**config.mk**
```make
export PLATFORM = sky130hd
export DESIGN_NAME = player_move_arbiter
export DESIGN_NICKNAME = d
export VERILOG_FILES = /design/src/rtl/player_move_arbiter.sv
export SDC_FILE = /design/constraint.sdc
export NUM_CORES = 1
export LEC_CHECK = 0
export CORE_ASPECT_RATIO = 2
export CORE_MARGIN = 2
export CORE_UTILIZATION = 30
export DETAILED_ROUTE_END_ITERATION = 7
export GPL_TIMING_DRIVEN = 0
export PLACE_DENSITY = 0.58
export SLEW_MARGIN = 10
export SYNTH_ARGS = -nofsm -noshare
export SYNTH_HDL_FRONTEND = slang
export SYNTH_SLANG_ARGS = --single-unit
export TNS_END_PERCENT = 10
```
**constraint.sdc**
```tcl
create_clock -name clk -period 2.2 [get_ports clk]
set_clock_uncertainty 0.2 [all_clocks]
set_input_delay 0.44 -clock clk [delete_from_list [all_inputs] [get_ports clk]]
set_output_delay 0.44 -clock clk [all_outputs]
set_load 0.02 [all_outputs]
```
**src/rtl/player_move_arbiter.sv**
```systemverilog
// -----------------------------------------------------------------------------
// player_move_arbiter
//
// Chooses who drives the player ship: the keyboard (manual mode) or a simple
// autopilot (demo / attract mode). The autopilot takes over after a run of
// frames with no key held. It sweeps the ship right and left between two X
// limits and fires at a fixed frame interval. Any key press hands control
// straight back to the player. All frame-timed decisions are taken on
// startOfFrame.
//
// Parameters
//   IDLE_FRAMES       consecutive idle frames before demo starts
//   DEMO_RIGHT_LIMIT  shipX at/above which the demo turns left
//   DEMO_LEFT_LIMIT   shipX at/below which the demo turns right
//   DEMO_FIRE_PERIOD  frames between autopilot fire requests
//
// Ports
//   clk           in   system clock
//   resetN        in   asynchronous, active-low reset
//   startOfFrame  in   one-clk pulse per frame
//   keyRight      in   right key held (level)
//   keyLeft       in   left key held (level)
//   keyFire       in   fire key held (level)
//   shipX         in   signed [10:0] current ship top-left X, in pixels
//   RightMove     out  registered move-right command
//   LeftMove      out  registered move-left command
//   fireReq       out  registered one-clk fire pulse
//   demoActive    out  registered, high while the autopilot is in control
// -----------------------------------------------------------------------------
module player_move_arbiter #(
  parameter int IDLE_FRAMES      = 300,
  parameter int DEMO_RIGHT_LIMIT = 570,
  parameter int DEMO_LEFT_LIMIT  = 5,
  parameter int DEMO_FIRE_PERIOD = 45
) (
  input  logic               clk,
  input  logic               resetN,
  input  logic               startOfFrame,
  input  logic               keyRight,
  input  logic               keyLeft,
  input  logic               keyFire,
  input  logic signed [10:0] shipX,
  output logic               RightMove,
  output logic               LeftMove,
  output logic               fireReq,
  output logic               demoActive
);

  // Counter widths. The idle counter must be able to hold IDLE_FRAMES
  // itself. The fire counter only has to reach DEMO_FIRE_PERIOD-1.
  localparam int IDLE_W = (IDLE_FRAMES > 0) ? $clog2(IDLE_FRAMES + 1) : 1;
  localparam int FIRE_W = (DEMO_FIRE_PERIOD > 1) ? $clog2(DEMO_FIRE_PERIOD) : 1;

  localparam logic [IDLE_W-1:0]  IDLE_MAX  = IDLE_W'(IDLE_FRAMES);
  localparam logic [FIRE_W-1:0]  FIRE_LAST = FIRE_W'(DEMO_FIRE_PERIOD - 1);
  localparam logic signed [10:0] RIGHT_LIM = 11'(DEMO_RIGHT_LIMIT);
  localparam logic signed [10:0] LEFT_LIM  = 11'(DEMO_LEFT_LIMIT);

  typedef enum logic [1:0] {
    ST_MANUAL     = 2'd0,
    ST_DEMO_RIGHT = 2'd1,
    ST_DEMO_LEFT  = 2'd2
  } state_t;

  // ---------------------------------------------------------------------------
  // State and registered outputs
  // ---------------------------------------------------------------------------
  state_t              r_state;
  logic [IDLE_W-1:0]   r_idle_cnt;
  logic [FIRE_W-1:0]   r_fire_cnt;
  logic                r_key_fire_d;
  logic                r_right_move;
  logic                r_left_move;
  logic                r_fire_req;
  logic                r_demo_active;

  // Next-state values produced by the combinational block
  state_t              w_next_state;
  logic [IDLE_W-1:0]   w_idle_cnt_nxt;
  logic [FIRE_W-1:0]   w_fire_cnt_nxt;
  logic                w_any_key;
  logic                w_fire_edge;
  logic                w_fire_nxt;
  logic                w_right_nxt;
  logic                w_left_nxt;
  logic                w_demo_nxt;

  assign w_any_key   = keyRight | keyLeft | keyFire;
  assign w_fire_edge = keyFire & ~r_key_fire_d;

  // ---------------------------------------------------------------------------
  // Next-state, counters and output decode
  // ---------------------------------------------------------------------------
  always_comb begin
    // NOTE: every signal written here gets a default first, so no path can
    // leave one unassigned and infer a latch.
    w_next_state   = r_state;
    w_idle_cnt_nxt = r_idle_cnt;
    w_fire_cnt_nxt = r_fire_cnt;
    w_fire_nxt     = 1'b0;

    unique case (r_state)
      ST_MANUAL: begin
        if (w_any_key) begin
          w_idle_cnt_nxt = '0;
          w_fire_nxt     = w_fire_edge;
        end else if (startOfFrame) begin
          // The count saturates at IDLE_MAX. The frame that finds it already
          // saturated is the one that hands over to the autopilot.
          if (r_idle_cnt == IDLE_MAX) begin
            w_next_state   = ST_DEMO_RIGHT;
            w_fire_cnt_nxt = '0;
          end else begin
            w_idle_cnt_nxt = r_idle_cnt + 1'b1;
          end
        end
      end

      ST_DEMO_RIGHT, ST_DEMO_LEFT: begin
        if (w_any_key) begin
          // A key press takes priority over any frame decision in this cycle.
          // The key is consumed, so even a fresh keyFire edge does not fire.
          w_next_state   = ST_MANUAL;
          w_idle_cnt_nxt = '0;
        end else if (startOfFrame) begin
          if (r_fire_cnt == FIRE_LAST) begin
            w_fire_nxt     = 1'b1;
            w_fire_cnt_nxt = '0;
          end else begin
            w_fire_cnt_nxt = r_fire_cnt + 1'b1;
          end

          if (r_state == ST_DEMO_RIGHT && shipX >= RIGHT_LIM)
            w_next_state = ST_DEMO_LEFT;
          else if (r_state == ST_DEMO_LEFT && shipX <= LEFT_LIM)
            w_next_state = ST_DEMO_RIGHT;
        end
      end

      default: w_next_state = ST_MANUAL;
    endcase
  end

  // Movement outputs follow the state being entered. That way a demo
  // direction change shows on the outputs one clk after its startOfFrame,
  // together with demoActive.
  always_comb begin
    w_right_nxt = 1'b0;
    w_left_nxt  = 1'b0;
    w_demo_nxt  = 1'b0;
    unique case (w_next_state)
      ST_MANUAL: begin
        w_right_nxt = keyRight & ~keyLeft;
        w_left_nxt  = keyLeft & ~keyRight;
      end
      ST_DEMO_RIGHT: begin
        w_right_nxt = 1'b1;
        w_demo_nxt  = 1'b1;
      end
      ST_DEMO_LEFT: begin
        w_left_nxt  = 1'b1;
        w_demo_nxt  = 1'b1;
      end
      default: ;
    endcase
  end

  // ---------------------------------------------------------------------------
  // Registers
  // ---------------------------------------------------------------------------
  always_ff @(posedge clk or negedge resetN) begin
    if (!resetN) begin
      r_state       <= ST_MANUAL;
      r_idle_cnt    <= '0;
      r_fire_cnt    <= '0;
      r_key_fire_d  <= 1'b0;
      r_right_move  <= 1'b0;
      r_left_move   <= 1'b0;
      r_fire_req    <= 1'b0;
      r_demo_active <= 1'b0;
    end else begin
      // NOTE: non-blocking assignments, so every register here samples the
      // values from before this edge, whatever order the lines are in.
      r_state       <= w_next_state;
      r_idle_cnt    <= w_idle_cnt_nxt;
      r_fire_cnt    <= w_fire_cnt_nxt;
      // Keep tracking keyFire in demo too. A key held across the exit
      // from demo then does not look like a new press.
      r_key_fire_d  <= keyFire;
      r_right_move  <= w_right_nxt;
      r_left_move   <= w_left_nxt;
      r_fire_req    <= w_fire_nxt;
      r_demo_active <= w_demo_nxt;
    end
  end

  assign RightMove  = r_right_move;
  assign LeftMove   = r_left_move;
  assign fireReq    = r_fire_req;
  assign demoActive = r_demo_active;

  // A manual edge needs keyFire low the clk before, and a demo pulse needs a
  // startOfFrame. So two back-to-back pulses would mean a logic error.
  a_fire_single : assert property (@(posedge clk) disable iff (!resetN)
    r_fire_req |=> !r_fire_req);

endmodule

```
==> metrics.txt <==
# TYPE chip_impl_metric gauge
chip_impl_metric{name="detail_route.drc_violations",unit=""} 0
chip_impl_metric{name="cts-hold-fix-buffers",unit=""} 0
chip_impl_metric{name="wirelength",unit="µm"} 3253
chip_impl_metric{name="dieWidth",unit="µm"} 53.06
chip_impl_metric{name="crit_arrival",unit="ns"} 2.17
chip_impl_info{name="clock-root-buffer",value="sky130_fd_sc_hd__clkbuf_8"} 1
chip_impl_metric{name="syn_area",unit="µm²"} 1444
chip_impl_metric{name="synth_sequential_area_ratio",unit="%"} 38.13
chip_impl_metric{name="final.setup.worst_slack",unit="ns"} -0.02098
chip_impl_metric{name="p_leak",unit="nW"} 0.8277
chip_impl_metric{name="worstPathRequired",unit="ns"} 2.15
chip_impl_metric{name="final_period_minus_worst_setup_slack",unit="ns"} 2.221
chip_impl_metric{name="vias",unit=""} 1235
chip_impl_info{name="timing.critical_path.mode_cell",value="sky130_fd_sc_hd__buf_4"} 1
chip_impl_metric{name="i_o_pins",unit=""} 21
chip_impl_metric{name="core_region_area",unit="µm²"} 4598
chip_impl_metric{name="final_total_negative_setup_slack",unit="ns"} -0.02719
chip_impl_metric{name="cp_max_fo",unit=""} 3
chip_impl_metric{name="clk_transition_reported_paths",unit="ns"} 0.08
chip_impl_metric{name="final_max_slew_viol_count",unit=""} 0
chip_impl_metric{name="hold_ws",unit="ns"} 0.3169
chip_impl_info{name="hold_class",value="in -> reg"} 1
chip_impl_info{name="endpoint_kind",value="register"} 1
chip_impl_metric{name="first_pass_grt_wire_length",unit="µm"} 5885
chip_impl_metric{name="clock_latency_at_the_later_pin_of_the_worst_skew_pair",unit="ns"} 0.27
chip_impl_metric{name="worst_ir_drop_vdd",unit="mV"} 0.5620
chip_impl_metric{name="report.final.hold_viol_count",unit=""} 0
chip_impl_metric{name="yosysUniqueCellTypes",unit=""} 44
chip_impl_metric{name="nFillCells",unit=""} 464
chip_impl_metric{name="synth.top_cell.area_share",unit="%"} 38.13
chip_impl_metric{name="post-place-ws",unit="ns"} -0.8067
chip_impl_metric{name="pwr_density_cell",unit="nW/µm²"} 491.3
chip_impl_metric{name="synth_cells",unit=""} 149
chip_impl_metric{name="fp-row-count",unit=""} 35
chip_impl_metric{name="syn_avg_cell_area",unit="µm²"} 9.691
chip_impl_metric{name="ratio_of_cells_with_drive_above_1_in_the_final_layout",unit="%"} 21.79
chip_impl_metric{name="antenna_violations_before_repair",unit=""} 0
chip_impl_metric{name="report.final.setup_viol",unit=""} 2
chip_impl_metric{name="gp_congestion",unit=""} 0.8842
chip_impl_info{name="dominantRegCellSynth",value="sky130_fd_sc_hd__dfrtp_1"} 1
chip_impl_metric{name="clock_sink_count",unit=""} 22
chip_impl_info{name="highest_count_cells_in_the_layout_ignoring_fill_and_taps",value="22 x sky130_fd_sc_hd__dfrtp_1, 13 x sky130_fd_sc_hd__nand2_1, 11 x sky130_fd_sc_hd__dlygate4sd2_1"} 1
chip_impl_metric{name="routed_via_count_divided_by_cell_count",unit=""} 5.278
chip_impl_metric{name="number_of_clock_buffers_inserted_by_tritoncts",unit=""} 3
chip_impl_info{name="tritoncts",value="built"} 1
chip_impl_metric{name="num_antenna_cells",unit=""} 0
chip_impl_info{name="start_kind",value="register"} 1
chip_impl_metric{name="timing.max_cap.violations",unit=""} 0
chip_impl_metric{name="max-clock-path-buffers",unit=""} 2
chip_impl_metric{name="postRouteAntennaNets",unit=""} 0
chip_impl_metric{name="fp.dieArea",unit="µm²"} 5417
chip_impl_metric{name="first_global_vias",unit=""} 1375
chip_impl_metric{name="measured_slew_at_the_worst_slew_check_pin",unit="ns"} 1.037
chip_impl_metric{name="finish.cell_count_without_fillers",unit=""} 234
chip_impl_info{name="crit_path_cell_trace",value="buf_4 > ha_4 > nand3b_1 > buf_4 > o31a_1 > ha_2 > a31o_4 > o311a_1"} 1
chip_impl_metric{name="synthToLayoutAreaGrowth",unit="%"} 33.19
chip_impl_info{name="post_synth_main_area_contributors",value="sky130_fd_sc_hd__dfrtp_1 38%, sky130_fd_sc_hd__ha_1 9.5%, sky130_fd_sc_hd__mux2i_1 3.5%"} 1
chip_impl_info{name="layout.cells.most_common",value="sky130_fd_sc_hd__dfrtp_1"} 1
chip_impl_metric{name="synth_seq_cells",unit=""} 22
chip_impl_metric{name="achievable-frequency",unit="MHz"} 450.3
chip_impl_metric{name="pnr_total_power",unit="W"} 0.0009448
chip_impl_metric{name="h-tree-depth",unit=""} 1
chip_impl_info{name="synth_largest_area_cell",value="sky130_fd_sc_hd__dfrtp_1"} 1
chip_impl_metric{name="detail_route.first_pass.iterations",unit=""} 4
chip_impl_metric{name="worst_path_largest_cell_delay",unit="ns"} 0.40
chip_impl_metric{name="start_util",unit="%"} 31.40
chip_impl_metric{name="timing.final.crit_share",unit="%"} 101.0
chip_impl_metric{name="drtIter0Drc",unit=""} 18
chip_impl_info{name="grt_setup_unrepaired",value="true"} 1
chip_impl_metric{name="grtUsageTotal",unit="%"} 14.24
chip_impl_metric{name="synth_edf_count",unit=""} 0
chip_impl_metric{name="die_h",unit="µm"} 102.1
chip_impl_metric{name="multi_input_comb_area",unit="µm²"} 950.9
chip_impl_metric{name="synth_async_sr_flop_share",unit="%"} 100.0
chip_impl_info{name="status",value="complete, but fails checks"} 1
chip_impl_info{name="violations",value="negative setup slack"} 1
chip_impl_metric{name="numPortBuffers",unit=""} 19
chip_impl_metric{name="num-nets-final",unit=""} 208
chip_impl_metric{name="sequential_cell_area",unit="µm²"} 550.5
chip_impl_info{name="setup.worst_path.class",value="reg -> reg"} 1
chip_impl_metric{name="count_of_yosys_warnings_during_synthesis",unit=""} 0
chip_impl_metric{name="largest_net_degree_at_the_start_of_global_routing",unit=""} 23
chip_impl_metric{name="wl_per_cell",unit="µm"} 13.90
chip_impl_metric{name="dp.final_hpwl",unit="µm"} 2464
chip_impl_metric{name="maxSlewHeadroom",unit="%"} 30.66
chip_impl_metric{name="postSynthNetCount",unit=""} 177
chip_impl_metric{name="dpl.cell_count",unit=""} 223
chip_impl_metric{name="grt-ovfl-total",unit=""} 0
chip_impl_info{name="crit_path_top_delay_cell",value="sky130_fd_sc_hd__dfrtp_1"} 1
==> sequential cells by signal, summed over array words and instances (netlist names) <==
name	flops
LeftMove	1
demoActive	1
r_key_fire_d	1
RightMove	1
r_fire_cnt	6
r_state	2
fireReq	1
r_idle_cnt	9
==> Yosys cell counts, types with 3 or more instances <==
library cell and n:
sky130_fd_sc_hd__a21oi_1 7, sky130_fd_sc_hd__and2_1 3, sky130_fd_sc_hd__and3_1 5, sky130_fd_sc_hd__dfrtp_1 22, sky130_fd_sc_hd__ha_1 11, sky130_fd_sc_hd__inv_1 8
sky130_fd_sc_hd__mux2i_1 5, sky130_fd_sc_hd__nand2_1 13, sky130_fd_sc_hd__nand2b_1 8, sky130_fd_sc_hd__nand3_1 4, sky130_fd_sc_hd__nand4_1 3, sky130_fd_sc_hd__nor2_1 11
sky130_fd_sc_hd__o211ai_1 5, sky130_fd_sc_hd__o21ai_0 3, sky130_fd_sc_hd__o2bb2ai_1 4, sky130_fd_sc_hd__xor2_1 3
==> through the flow <==
stage / area [µm²] / util, %
after floorplan: 1463 / -
after global placement: 1722 / 37.44
after detailed placement: 1722 / 37.44
after CTS: 1906 / 41.44
after global routing: 1923 / 41.82
final: 1923 / 41.82
==> final cells by class <==
class	instances	share of cell area, %
inverters	8	1.561
well taps	55	3.578
clock buffers	3	2.147
multi-input cells	116	49.45
flip-flops and latches	22	28.63
plain buffers	1	0.1952
repair buffers	28	12.88
clock inverters	1	1.561
==> per-layer routing <==
| layer | wire, µm | vias up | track usage (%) |
|---|---|---|---|
| li1 | - | 607 | - |
| met1 | 1206 | 602 | 14.54 |
| met2 | 1908 | 19 | 27.31 |
| met3 | 59 | 7 | 1.901 |
| met4 | 79 | 0 | 6.114 |
| met5 | 0 | - | 0 |
==> cell families (layout without fill, tap and decap cells) <==
logic type | after synthesis | count (layout) | synth area share (%)
AND/OR/NAND/NOR | 64 | 64 | 26.52
XOR/XNOR | 3 | 3 | 1.820
multiplexers | 6 | 6 | 4.246
adder cells (fa/ha/maj) | 11 | 11 | 9.532
buffers and inverters | 11 | 41 | 2.946
AO/OA/AOI/OAI | 32 | 32 | 16.81
flip-flops | 22 | 22 | 38.13
==> report_power, final <==
group | switching, W | internal (W) | total, W
Clock | 0.000139 | 0.000243 | 0.000382
Combinational | 0.0000788 | 0.0000635 | 0.000142
Sequential | 0.00000525 | 0.000415 | 0.000420
Total | 0.000223 | 0.000722 | 0.000945
==> timing repair <==
action	CTS	global route
pin swaps	10	2
gates cloned	0	0
gates resized for setup	28	4
setup buffers	9	0
endpoints found under the setup margin	7	5
==> path summary, 6_finish.rpt <==
path	start	endpoint	slack, ns	cells after the start
max	r_state[1]	RightMove	-0.02	8
min	keyFire	r_key_fire_d	0.32	1
max reg2reg	r_state[1]	RightMove	-0.02	8
min reg2reg	r_fire_cnt[5]	r_fire_cnt[5]	0.32	1
max in group asynchronous	resetN	r_fire_cnt[3]	0.64	1
min in group asynchronous	resetN	r_idle_cnt[2]	0.53	1
==> worst max-delay path, delay by kind of cell (launching register included) <==
kind	cells	cell delay, ns
fa+ha+maj	2	0.34
flops	1	0.40
simple gates	1	0.24
buf+inv	2	0.35
compound gates	3	0.57
No activity file was read; power rests on OpenSTA's default activity.
